File: src/rtl/clk_div_ctrl.sv
// clk_div_ctrl: free-running 5-bit counter that produces a divided clock
// (/2 ../32) with glitch-free ratio changes aligned to the counter wrap.
// Optional feature macro: CLK_DIV_CTRL_CNT_EN adds the 8-bit saturating
// switch_cnt output that counts completed ratio changes.
module clk_div_ctrl #(
  parameter logic [2:0] DEFAULT_SEL = 3'd0
) (
  input  logic       clk,
  input  logic       rst,
  input  logic       req,
  input  logic [2:0] sel,
  output logic       ack,
  output logic       err,
  output logic       busy,
  output logic [2:0] cur_sel,
  output logic       div_out,
  output logic       tick
`ifdef CLK_DIV_CTRL_CNT_EN
  ,
  output logic [7:0] switch_cnt
`endif
);

  typedef enum logic [1:0] {
    IDLE       = 2'd0,
    WAIT_ALIGN = 2'd1,
    DONE       = 2'd2
  } state_t;

  state_t     state_q, state_d;
  logic [4:0] cnt_q, cnt_d;
  logic [2:0] cur_sel_q, cur_sel_d;
  logic [2:0] pend_sel_q, pend_sel_d;
  logic       div_q, div_d;
  logic       tick_q, tick_d;
  logic       ack_q, ack_d;
  logic       err_q, err_d;
  logic       busy_q, busy_d;

  // Counter bit selected by a ratio code; illegal codes never reach here.
  function automatic logic cnt_bit(input logic [4:0] c, input logic [2:0] s);
    case (s)
      3'd0:    cnt_bit = c[0];
      3'd1:    cnt_bit = c[1];
      3'd2:    cnt_bit = c[2];
      3'd3:    cnt_bit = c[3];
      3'd4:    cnt_bit = c[4];
      default: cnt_bit = 1'b0;
    endcase
  endfunction

  // Next-state logic: request handling, wrap-aligned ratio switch, output pulses.
  always_comb begin
    state_d    = state_q;
    pend_sel_d = pend_sel_q;
    cur_sel_d  = cur_sel_q;
    err_d      = 1'b0;
    cnt_d      = cnt_q + 5'd1;
    case (state_q)
      IDLE: begin
        if (req) begin
          if (sel <= 3'd4) begin
            pend_sel_d = sel;
            state_d    = WAIT_ALIGN;
          end else begin
            err_d = 1'b1;
          end
        end else begin
          state_d = IDLE;
        end
      end
      WAIT_ALIGN: begin
        // Switch only as cnt wraps to 0: every ratio's output is low then.
        if (cnt_q == 5'd31) begin
          cur_sel_d = pend_sel_q;
          state_d   = DONE;
        end else begin
          state_d = WAIT_ALIGN;
        end
      end
      DONE: begin
        state_d = IDLE;
      end
      default: begin
        state_d = IDLE;
      end
    endcase
    ack_d  = (state_d == DONE);
    busy_d = (state_d == WAIT_ALIGN);
    // div_out register tracks the bit of the counter value it will sit beside.
    div_d  = cnt_bit(cnt_d, cur_sel_d);
    tick_d = div_d & ~div_q;
  end

  // State and output registers with asynchronous active-low reset.
  always_ff @(posedge clk or negedge rst) begin
    if (!rst) begin
      state_q    <= IDLE;
      cnt_q      <= 5'd0;
      cur_sel_q  <= DEFAULT_SEL;
      pend_sel_q <= DEFAULT_SEL;
      div_q      <= 1'b0;
      tick_q     <= 1'b0;
      ack_q      <= 1'b0;
      err_q      <= 1'b0;
      busy_q     <= 1'b0;
    end else begin
      state_q    <= state_d;
      cnt_q      <= cnt_d;
      cur_sel_q  <= cur_sel_d;
      pend_sel_q <= pend_sel_d;
      div_q      <= div_d;
      tick_q     <= tick_d;
      ack_q      <= ack_d;
      err_q      <= err_d;
      busy_q     <= busy_d;
    end
  end

`ifdef CLK_DIV_CTRL_CNT_EN
  logic [7:0] switch_cnt_q;

  // Count completed ratio changes, saturating at 255.
  always_ff @(posedge clk or negedge rst) begin
    if (!rst) begin
      switch_cnt_q <= 8'd0;
    end else if (ack_d && (switch_cnt_q != 8'd255)) begin
      switch_cnt_q <= switch_cnt_q + 8'd1;
    end else begin
      switch_cnt_q <= switch_cnt_q;
    end
  end

  assign switch_cnt = switch_cnt_q;
`endif

  assign ack     = ack_q;
  assign err     = err_q;
  assign busy    = busy_q;
  assign cur_sel = cur_sel_q;
  assign div_out = div_q;
  assign tick    = tick_q;

endmodule
File: config.mk
export PLATFORM = sky130hd
export DESIGN_NAME = clk_div_ctrl
export DESIGN_NICKNAME = d
export VERILOG_FILES = /design/src/rtl/clk_div_ctrl.sv
export SDC_FILE = /design/constraint.sdc
export NUM_CORES = 1
export LEC_CHECK = 0
export CAP_MARGIN = 10
export CORE_MARGIN = 5
export CORE_UTILIZATION = 52
export CTS_CLUSTER_SIZE = 12
export DETAILED_ROUTE_END_ITERATION = 10
export PLACE_DENSITY = 0.89
export SETUP_SLACK_MARGIN = 0.02
export SYNTH_ARGS = -nofsm -noshare
export SYNTH_HDL_FRONTEND = slang
export SYNTH_SLANG_ARGS = --single-unit
export TNS_END_PERCENT = 5
File: constraint.sdc
create_clock -name clk -period 4.1 [get_ports clk]
set_input_delay 0.41 -clock clk [delete_from_list [all_inputs] [get_ports clk]]
set_output_delay 0.41 -clock clk [all_outputs]
set_load 0.05 [all_outputs]
Word level (Yosys, flattened, before mapping)
Index checks and enable logic that the tools add are counted.
Operators by class
  add/sub/neg operators: 1
  equality and inequality tests: 8
  reduce and logical (&&, ||, !) cells: 3
  magnitude comparators: 1
  multiplexer cells: 10
  bitwise logic cells: 2
Operators by type and width (number)
  $eq 3x2->1 const B: 2
  $mux 2: 3
  $mux 3: 2
  $add 5x1->5 const B: 1
  $eq 5x5->1 const B: 1
  $pmux 1 s5: 1
  $eq 2x1->1 const B: 2
  $pmux 2 s2: 1
  $eq 3x1->1 const B: 1
  $eq 3x3->1 const B: 1
  $le 3x3->1 const B: 1
  $logic_not 3->1: 1
  $mux 1: 3
  $reduce_and 3->1: 1
  $eq 2x2->1 const B: 1
  $logic_not 2->1: 1
  $and 1x1->1: 1
  $not 1->1: 1
Storage, ports and cells
  output and inout port bits: 8
  logic and storage cells: 34
  register bits: 18
  bits of input ports: 6

Longest topological paths before layout
Gate-level depths: netlist (run 1).
  depth after elaboration: 6
  gate-level depth with buffers: 10
  mapped depth without buffers: 10

Least setup slack after synthesis (run 1)
Ideal clock, no wire load.
  path kind: reg-to-reg
  start point: register cnt_q[0]
  end point: register tick_q, in the netlist tick
  library setup time: 77 ps
  period minus slack after synthesis: 2055 ps
  path buffers: 0
  setup slack: 2045 ps
  cell stages (with the launch flop): 9
  data required time: 4023 ps
  data arrival time: 1978 ps
  cells stage by stage: dfrtp_1 ha_1 and3_1 ha_1 or2_1 a311oi_1 a211oi_1 o32ai_2 nor2b_1
Between the ends
  word-level cells in the longest chain between the ends: 6
  elaborated cells between the ends (all ways): 11
  classes of those cells: 1 x add/sub; 5 x eq/ne; 3 x mux; 1 x bitwise; 1 x reduce/logical
Ends and longest elaborated chain
  start, declared: line 31  | logic [4:0] cnt_q, cnt_d;
  start signal, assigned: line 109  | cnt_q <= cnt_d;
  $eq 5x5->1: line 74  | if (cnt_q == 5'd31) begin
  $mux 3: line 74
  $mux 3: line 59  | case (state_q)
  $eq 3x3->1 (tied with other cells): line 42  | case (s)
  $pmux 1 s5 *: line 42
  named net div_d: line 34  | logic div_q, div_d;
  $and 1x1->1 *: line 92  | tick_d = div_d & ~div_q;
  named net tick_d: line 35  | logic tick_q, tick_d;
  end signal, assigned: line 113  | tick_q <= tick_d;
  end, declared: line 35
The timed path passes the listed nets; every way through them passes the cells marked *.
A chain may end at the register's enable or synchronous reset.

Worst setup path after layout (run 1)
Same ends and word-level chain as after synthesis.

==> impl_metrics.tcl, run 1 <==
set metrics [dict create \
    ys_top_cells_by_count "dfrtp_1, inv_1, nor2_1, o21ai_0" \
    fmax_mhz 440 \
    rrSetupSlack_ns 1.82 \
    swShare 0.246 \
    fin_skew_ns 0.00256 \
    drt_iter0_markers 6 \
    num_io_pins 14 \
    seq_area_frac_synth 0.595 \
    fin_crit_sh 0.555 \
    max_cap_viol_count 0 \
    synth.largest_area_cell "dfrtp_1" \
    synth_nets 67 \
    worstPathMaxFanout 5 \
    ant_nets 0 \
    diodes 0 \
    critical_path.cell_chain "ha_1 > and3_1 > ha_1 > or2_1 > a311oi_1 > a211oi_1 > o32ai_2 > nor2b_1" \
    hp-class "flip-flop to flip-flop" \
    die_x_um 48.2 \
    tightestPinTransition_ns 0.760 \
    start_util 0.568 \
    p_leak_nw 0.461 \
    fin_area_um2 942 \
    coreArea_um2 1330 \
    avgSynthCellArea_um2 12.8 \
    startpoint "cnt_q[0]$_DFF_PN0_" \
    overflow 0 \
    finalNonFillerCells 91 \
    fin_setup_tns_ns 0 \
    critical_path.slowest_cell "dfrtp_1" \
    crit_path_end_kind "flip-flop" \
    ff2ff_path_depth 8 \
    dpl_cell_area_um2 906 \
    cp-start-kind "flip-flop" \
    seq_power_share 0.574 \
    grt.total_usage 0.147 \
    drc 0 \
    min_path_cells 1 \
    grt_max_degree 19 \
    nets 85 \
    maxSlewHeadroom 0.492 \
    crit_buf_inv 0 \
    setup_violations 0 \
    p_int_mw 0.266 \
    cts.sinks 18 \
    cts-root-buf "clkbuf_4" \
    placed_cells 87 \
    layout-drive-gt1-share 0.145 \
    hpwl_um 1010 \
    vias 503 \
    clock_power_share 0.307 \
    hold_viol_final 0 \
    synth_async_sr_flop_share 1.00 \
    crit_arrival_ns 2.50 \
    cts.path.max_buffers 2 \
    ys_types 25 \
    port_buffers 13 \
    fp.dieH_um 48.2 \
    slowest_delay_ns 0.43 \
    viasPerCell 5.53 \
    synth_edf_count 0 \
    syn-cell-area_um2 757 \
    required_ns 4.33 \
    cts_resized 0 \
    path_common_cell "ha_1" \
    fp-row-count 13 \
    crit_family "compound AO/OA/AOI/OAI gates" \
    yosysMostFrequentCell "dfrtp_1" \
    synth_flop_cell "dfrtp_1" \
    fin_crit_ns 2.28 \
    wire_per_inst_um 14.8 \
    gp_congestion 0.737 \
    cp.depth 8 \
    clk_pin_slew_ns 0.10 \
    synthToLayoutAreaGrowth_pct 24.5 \
    drt_wl_total_um 1350 \
    synthCells 59 \
    rsz0062_at_grt "false" \
    cts_hold_buf 0 \
    post-cts-setup-buffers 0 \
    drv_slew 0 \
    reg2reg_from "cnt_q[0]$_DFF_PN0_" \
    yosysTopAreaCellShare 0.595 \
    final_core_util 0.706 \
    grt_pass1_vias 562 \
    worstSetupEndpoint "tick$_DFF_PN0_" \
    combPwrFrac 0.119 \
    grt_antenna_before_repair 0 \
    fillers 96 \
    synth_seq_cells 18 \
    htreeDepth 1 \
    grt_first_pass_wirelength_um 2350 \
    die_area_um2 2320 \
    status "finished, final reports clean" \
    r2r-end "tick$_DFF_PN0_" \
    synth_warnings 0 \
    cts_made_buffers 3 \
    clock_latency_ns 0.29 \
    cts_tree "yes" \
    p_per_area_nw_per_um2 375 \
    power.total_mw 0.353 \
    ir_worst_vdd_mv 0.242 \
    firstDrtPassIters 4 \
    power.switching_mw 0.0870 \
    yosys-top-cells-area "dfrtp_1, ha_1, inv_1" \
    worstSetupPathType "flip-flop to flip-flop" \
]
[layer usage]
layer	GRT usage	part of all wire	vias to the layer above
met4	0.0484	0.0045	0
met5	0	0	-
li1	-	-	235
met3	0.0332	0.055	2
met2	0.263	0.51	12
met1	0.172	0.42	254
[metrics by stage]
stage	setup WS [ns]	hold slack, ns
after global routing	1.68	0.474
after CTS	1.83	0.445
final	1.82	0.442
after global placement	1.91	0.428
after floorplan	2.04	0.114
after detailed placement	1.84	0.423
[logic make-up (layout without fill, tap and decap cells)]
family | Yosys count | in the layout | share of synthesized area
compound gates | 10 | 10 | 0.0975
xor+xnor | 2 | 2 | 0.0231
fa+ha+maj | 2 | 2 | 0.0331
buf+inv | 7 | 24 | 0.0380
flops | 18 | 18 | 0.595
mux | 6 | 6 | 0.0942
simple gates | 14 | 14 | 0.119
[cell usage in the layout, fill, tap and decap left out]
cell type,n
mux2_4,1
o32ai_2,1
nor2b_1,1
clkbuf_4,3
dfrtp_1,18
a21o_1,1
xnor2_1,2
or2b_1,1
and3_1,1
a311oi_1,1
ha_1,2
clkbuf_8,1
mux2i_1,2
clkdlybuf4s50_1,13
inv_1,6
a211oi_1,1
nand3_1,2
o21ai_0,3
nand3b_4,1
and2b_1,2
or2_1,1
nand2_1,2
mux2i_2,1
inv_4,1
nor2_1,3
mux2_2,2
a21oi_1,2
o311ai_0,1
[power groups by stage]
stage	Combinational, mW	Sequential (mW)	Clock [mW]
2_1_floorplan	0.0194	0.210	0
4_1_cts	0.0428	0.203	0.109
3_5_place_dp	0.0422	0.206	0
3_3_place_gp	0.0406	0.206	0
5_1_grt	0.0470	0.204	0.116
6_report	0.0422	0.203	0.108
[how the worst min path moves through the flow]
stage | endpoint | slack, ns | start
2_1_floorplan | ack$_DFF_PN0_ | 0.11 | rst
3_3_place_gp | tick$_DFF_PN0_ | 0.43 | div_out$_DFF_PN0_
3_5_place_dp | tick$_DFF_PN0_ | 0.42 | div_out$_DFF_PN0_
4_1_cts | tick$_DFF_PN0_ | 0.44 | div_out$_DFF_PN0_
5_1_grt | tick$_DFF_PN0_ | 0.47 | div_out$_DFF_PN0_
6_report | tick$_DFF_PN0_ | 0.44 | div_out$_DFF_PN0_
[cell type report]
cell class,instances,area [um2],area share
Sequential cell,18,450,0.478
Multi-Input combinational cell,34,278,0.295
Timing Repair Buffer,13,130,0.138
Clock buffer,4,36.3,0.0385
Inverter,7,28.8,0.0305
Tap cell,15,18.8,0.0199
[sequential cells by signal, indices dropped and copies added, names as in the netlist]
| register | flops |
|---|---|
| cur_sel | 3 |
| err | 1 |
| ack | 1 |
| state_q | 2 |
| cnt_q | 5 |
| pend_sel_q | 3 |
| busy | 1 |
| tick | 1 |
| div_out | 1 |
Power figures use the tool's default switching activity.
==> run 2, diff against run 1 <==
--- a/config.mk
+++ b/config.mk
@@ -7,10 +7,10 @@
 export LEC_CHECK = 0
 export CAP_MARGIN = 10
 export CORE_MARGIN = 5
-export CORE_UTILIZATION = 52
+export CORE_UTILIZATION = 49
 export CTS_CLUSTER_SIZE = 12
 export DETAILED_ROUTE_END_ITERATION = 10
-export PLACE_DENSITY = 0.89
+export PLACE_DENSITY = 0.86
 export SETUP_SLACK_MARGIN = 0.02
 export SYNTH_ARGS = -nofsm -noshare
 export SYNTH_HDL_FRONTEND = slang
==> constraint.sdc (replaced) <==
create_clock -name clk -period 2.15 [get_ports clk]
set_input_delay 0.215 -clock clk [delete_from_list [all_inputs] [get_ports clk]]
set_output_delay 0.215 -clock clk [all_outputs]
set_load 0.05 [all_outputs]
==> run 2 against run 1 <==
Clock-buffer cell count unchanged; register-to-register slack got worse by 1.8 ns; final area increased by 8.5%; critical endpoint unchanged; largest cell class unchanged.
==> impl_metrics.tcl, run 2 (synthesized netlist as in run 1, its figures left out) <==
set metrics [dict create \
    fmax_mhz 477 \
    layout_setup_ws_ns 0.0545 \
    port_buffers 13 \
    maxSlewHeadroom 0.494 \
    fin_crit_ns 2.10 \
    start_util 0.508 \
    critical_path.cell_chain "ha_2 > and3_4 > ha_4 > or2_1 > a311oi_2 > a211oi_2 > o32ai_2 > nor2b_2" \
    status "finished, final reports clean" \
    fin_area_um2 1020 \
    regMostFlops "cnt_q" \
    fp.dieH_um 49.3 \
    cts.path.max_buffers 2 \
    ant_nets 0 \
    cp.depth 8 \
    drv_slew 0 \
    hp-class "primary input to asynchronous set/reset pin" \
    num_io_pins 14 \
    pre_cts_ws_ns -0.0725 \
    r2r-end "tick$_DFF_PN0_" \
    final_common_cell "dfrtp_1" \
    gp_congestion 0.756 \
    die_x_um 49.3 \
    firstDrtPassIters 4 \
    overflow 0 \
    wire_per_inst_um 15.2 \
    slowest_delay_ns 0.41 \
    htreeDepth 1 \
    cts_hold_buf 0 \
    grt_max_degree 19 \
    hold_viol_final 0 \
    fin_skew_ns 0.00142 \
    crit_arrival_ns 2.34 \
    coreArea_um2 1490 \
    rsz0062_at_grt "true" \
    required_ns 2.39 \
    crit_buf_inv 0 \
    vias 521 \
    worstSetupPathType "flip-flop to flip-flop" \
    grt_first_pass_wirelength_um 2540 \
    die_area_um2 2430 \
    rrSetupSlack_ns 0.05 \
    whs_ns 0.353 \
    grt.total_usage 0.136 \
    crit_family "compound AO/OA/AOI/OAI gates" \
    drt_wl_total_um 1460 \
    startpoint "cnt_q[1]$_DFF_PN0_" \
    cts_tree "yes" \
    clk_pin_slew_ns 0.10 \
    worstPathMaxFanout 4 \
    layout-drive-gt1-share 0.275 \
    reg2reg_from "cnt_q[1]$_DFF_PN0_" \
    final_cell_mix "dfrtp_1, clkdlybuf4s50_1, inv_1, buf_4" \
    largest_reg_flops 5 \
    clock_latency_ns 0.30 \
    max_cap_viol_count 0 \
    drt_iter0_markers 8 \
    cts_made_buffers 3 \
    p_leak_nw 0.482 \
    cts.sinks 18 \
    ff2ff_path_depth 8 \
    viasPerCell 5.43 \
    p_per_area_nw_per_um2 668 \
    critical_path.slowest_cell "dfrtp_1" \
    nets 89 \
    cp-start-kind "flip-flop" \
    cts-root-buf "clkbuf_4" \
    drc 0 \
    grt_antenna_before_repair 0 \
    synthToLayoutAreaGrowth_pct 35.0 \
    worstSetupEndpoint "tick$_DFF_PN0_" \
    ir_worst_vdd_mv 0.554 \
    fp-row-count 14 \
    fin_crit_sh 0.975 \
    diodes 0 \
    dpl_cell_area_um2 922 \
    tightestPinTransition_ns 0.757 \
    grt_pass1_vias 597 \
    crit_path_end_kind "flip-flop" \
    setup_violations 0 \
    hpwl_um 1080 \
]
run 2: report_power, final:
| part | leakage (nW) | total (mW) | internal [mW] | switching, mW |
|---|---|---|---|---|
| clock | 0.0210 | 0.209 | 0.103 | 0.105 |
| sequential | 0.217 | 0.391 | 0.365 | 0.0259 |
| combinational | 0.244 | 0.0833 | 0.0402 | 0.0431 |
run 2: layer usage:
layer	routed length, um	GRT usage
met5	0	0
met3	46	0.0306
met2	756	0.223
met4	44	0.0807
met1	611	0.158
run 2: worst min path at each step:
stage	end	cells past startpoint
2_1_floorplan	ack$_DFF_PN0_	0
4_1_cts	cnt_q[3]$_DFF_PN0_	1
5_1_grt	cnt_q[3]$_DFF_PN0_	1
3_5_place_dp	tick$_DFF_PN0_	1
6_report	cnt_q[3]$_DFF_PN0_	1
3_3_place_gp	tick$_DFF_PN0_	1
run 2: cell type report:
class,instances,area [um2]
Fill cell,104,467
Tap cell,16,20.0
Inverter,7,31.3
Timing Repair Buffer,17,160
Multi-Input combinational cell,34,324
Clock buffer,4,36.3
Sequential cell,18,450
run 2: timing repair:
item,CTS,global route
setup endpoints to repair,1,2
resized for setup,2,8
setup buffers,0,2
pin swaps,1,5
run 2: per-stage QoR:
step | std cells | total power [mW] | utilization | TNS [ns]
3_5_place_dp | 90 | 0.476 | 0.619 | -0.0725
6_report | 96 | 0.683 | 0.687 | 0
4_1_cts | 94 | 0.684 | 0.650 | 0
5_1_grt | 96 | 0.715 | 0.687 | -0.0363
2_1_floorplan | 59 | 0.438 | - | 0
3_3_place_gp | 90 | 0.469 | 0.619 | 0
==> run 3, diff against run 2 <==
--- a/config.mk
+++ b/config.mk
@@ -11,6 +11,7 @@
 export CTS_CLUSTER_SIZE = 12
 export DETAILED_ROUTE_END_ITERATION = 10
 export PLACE_DENSITY = 0.86
+export RECOVER_POWER = 100
 export SETUP_SLACK_MARGIN = 0.02
 export SYNTH_ARGS = -nofsm -noshare
 export SYNTH_HDL_FRONTEND = slang
==> run 3 against run 2 <==
Clock power is essentially flat; clock skew shrank 0.00056 ns; power is essentially flat; combinational power is essentially flat; critical path depth is the same; setup slack lost 0.0010 ns; first-iteration DRC count is the same; final area shrank 0.37%; via count shrank 0.19%; global-route usage is the same; routed wire length grew 0.41%; critical path type unchanged; largest cell class unchanged; largest power group unchanged.
==> impl_metrics.tcl, run 3 (synthesized netlist as in run 1, its figures left out) <==
set metrics [dict create \
    cp-start-kind "flip-flop" \
    hpwl_um 1080 \
    cts_tree "yes" \
    start_util 0.508 \
    final_common_cell "dfrtp_1" \
    grt_pass1_vias 597 \
    firstDrtPassIters 4 \
    fp-row-count 14 \
    dpl_cell_area_um2 922 \
    drt_iter0_markers 8 \
    ir_worst_vdd_mv 0.553 \
    worstPathMaxFanout 4 \
    crit_path_end_kind "flip-flop" \
    fin_crit_ns 2.10 \
    final_cell_mix "dfrtp_1, clkdlybuf4s50_1, inv_1" \
    rsz0062_at_grt "true" \
    port_buffers 13 \
    synthToLayoutAreaGrowth_pct 34.5 \
    die_x_um 49.3 \
    critical_path.slowest_cell "dfrtp_1" \
    slowest_delay_ns 0.41 \
    regMostFlops "cnt_q" \
    cts_made_buffers 3 \
    multi_input_comb_area_um2 324 \
    htreeDepth 1 \
    power.total_mw 0.683 \
    diodes 0 \
    grt_max_degree 19 \
    overflow 0 \
    critical_path.cell_chain "ha_2 > and3_4 > ha_4 > or2_1 > a311oi_2 > a211oi_2 > o32ai_2 > nor2b_2" \
    finalNonFillerCells 96 \
    grt.total_usage 0.136 \
    ant_nets 0 \
    cts-root-buf "clkbuf_4" \
    grt_first_pass_wirelength_um 2540 \
    vias 520 \
    final_core_util 0.684 \
    crit_buf_inv 0 \
    p_leak_nw 0.479 \
    worstSetupPathType "flip-flop to flip-flop" \
    fin_skew_ns 0.000851 \
    regArea_um2 450 \
    layout-drive-gt1-share 0.263 \
    crit_family "compound AO/OA/AOI/OAI gates" \
    drt_wl_total_um 1460 \
    setup_violations 0 \
    cts.sinks 18 \
    p_per_area_nw_per_um2 671 \
    hp-class "primary input to asynchronous set/reset pin" \
    max_cap_viol_count 0 \
    grt_antenna_before_repair 0 \
    maxSlewHeadroom 0.489 \
    clock_latency_ns 0.30 \
    pre_cts_ws_ns -0.0725 \
    fin_crit_sh 0.975 \
    cts.path.max_buffers 2 \
    fillers 106 \
    gp_congestion 0.756 \
    largest_reg_flops 5 \
    fp.dieH_um 49.3 \
    placed_cells 90 \
    required_ns 2.39 \
    fmax_mhz 477 \
    clk_pin_slew_ns 0.10 \
    die_area_um2 2430 \
    cts_hold_buf 0 \
    coreArea_um2 1490 \
    wire_per_inst_um 15.3 \
    hold_viol_final 0 \
    tightestPinTransition_ns 0.764 \
    viasPerCell 5.42 \
    crit_arrival_ns 2.34 \
    nets 89 \
    num_io_pins 14 \
    fin_area_um2 1020 \
    drc 0 \
    drv_slew 0 \
    layout_setup_ws_ns 0.0535 \
    status "finished, final reports clean" \
]
-- run 3: cell types whose count changed in the layout (fill, tap and decap cells not counted) --
cell	before	now
clkdlybuf4s50_1	13	12
clkbuf_1	0	1
buf_4	4	3
dlygate4sd3_1	0	1
-- run 3: path summary, 6_finish.rpt --
kind,startpoint,to,slack (ns),cells past startpoint
worst min-delay path,rst,cnt_q[3]$_DFF_PN0_,0.42,1
min in group clk,div_out$_DFF_PN0_,tick$_DFF_PN0_,0.45,1
worst max-delay path,cnt_q[1]$_DFF_PN0_,tick$_DFF_PN0_,0.05,8
max in group asynchronous,rst,pend_sel_q[2]$_DFFE_PN0P_,1.25,1
worst max register to register,cnt_q[1]$_DFF_PN0_,tick$_DFF_PN0_,0.05,8
worst min register to register,div_out$_DFF_PN0_,tick$_DFF_PN0_,0.45,1
-- run 3: what timing repair did --
item,in CTS,in global routing
endpoints found under the setup margin,1,2
setup buffers,0,2
pin swaps,1,5
gates resized for setup,2,8
-- run 3: area by class of cell --
| cell class | instances | share of cell area |
|---|---|---|
| well taps | 16 | 0.0197 |
| flip-flops and latches | 18 | 0.442 |
| clock buffers | 4 | 0.0356 |
| multi-input cells | 34 | 0.318 |
| inverters | 7 | 0.0307 |
| repair buffers | 17 | 0.154 |
-- run 3: metrics by stage --
stage | setup TNS [ns] | hold WS, ns
5_1_grt | -0.0363 | 0.491
3_5_place_dp | -0.0725 | 0.422
4_1_cts | 0 | 0.383
6_report | 0 | 0.423
3_3_place_gp | 0 | 0.419
2_1_floorplan | 0 | -0.0806
-- run 3: routing by layer --
metal / GRT usage / vias up / share of wire
li1: - / 245 / -
met1: 0.158 / 261 / 0.42
met2: 0.223 / 10 / 0.52
met3: 0.0306 / 4 / 0.031
met4: 0.0807 / 0 / 0.030
met5: 0 / - / 0
-- run 3: power by group --
part           internal, mW  total, mW  leakage [nW]  switching, mW
Combinational        0.0398     0.0832         0.242         0.0434
Sequential            0.365      0.391         0.217         0.0261
Clock                 0.103      0.209        0.0210          0.105
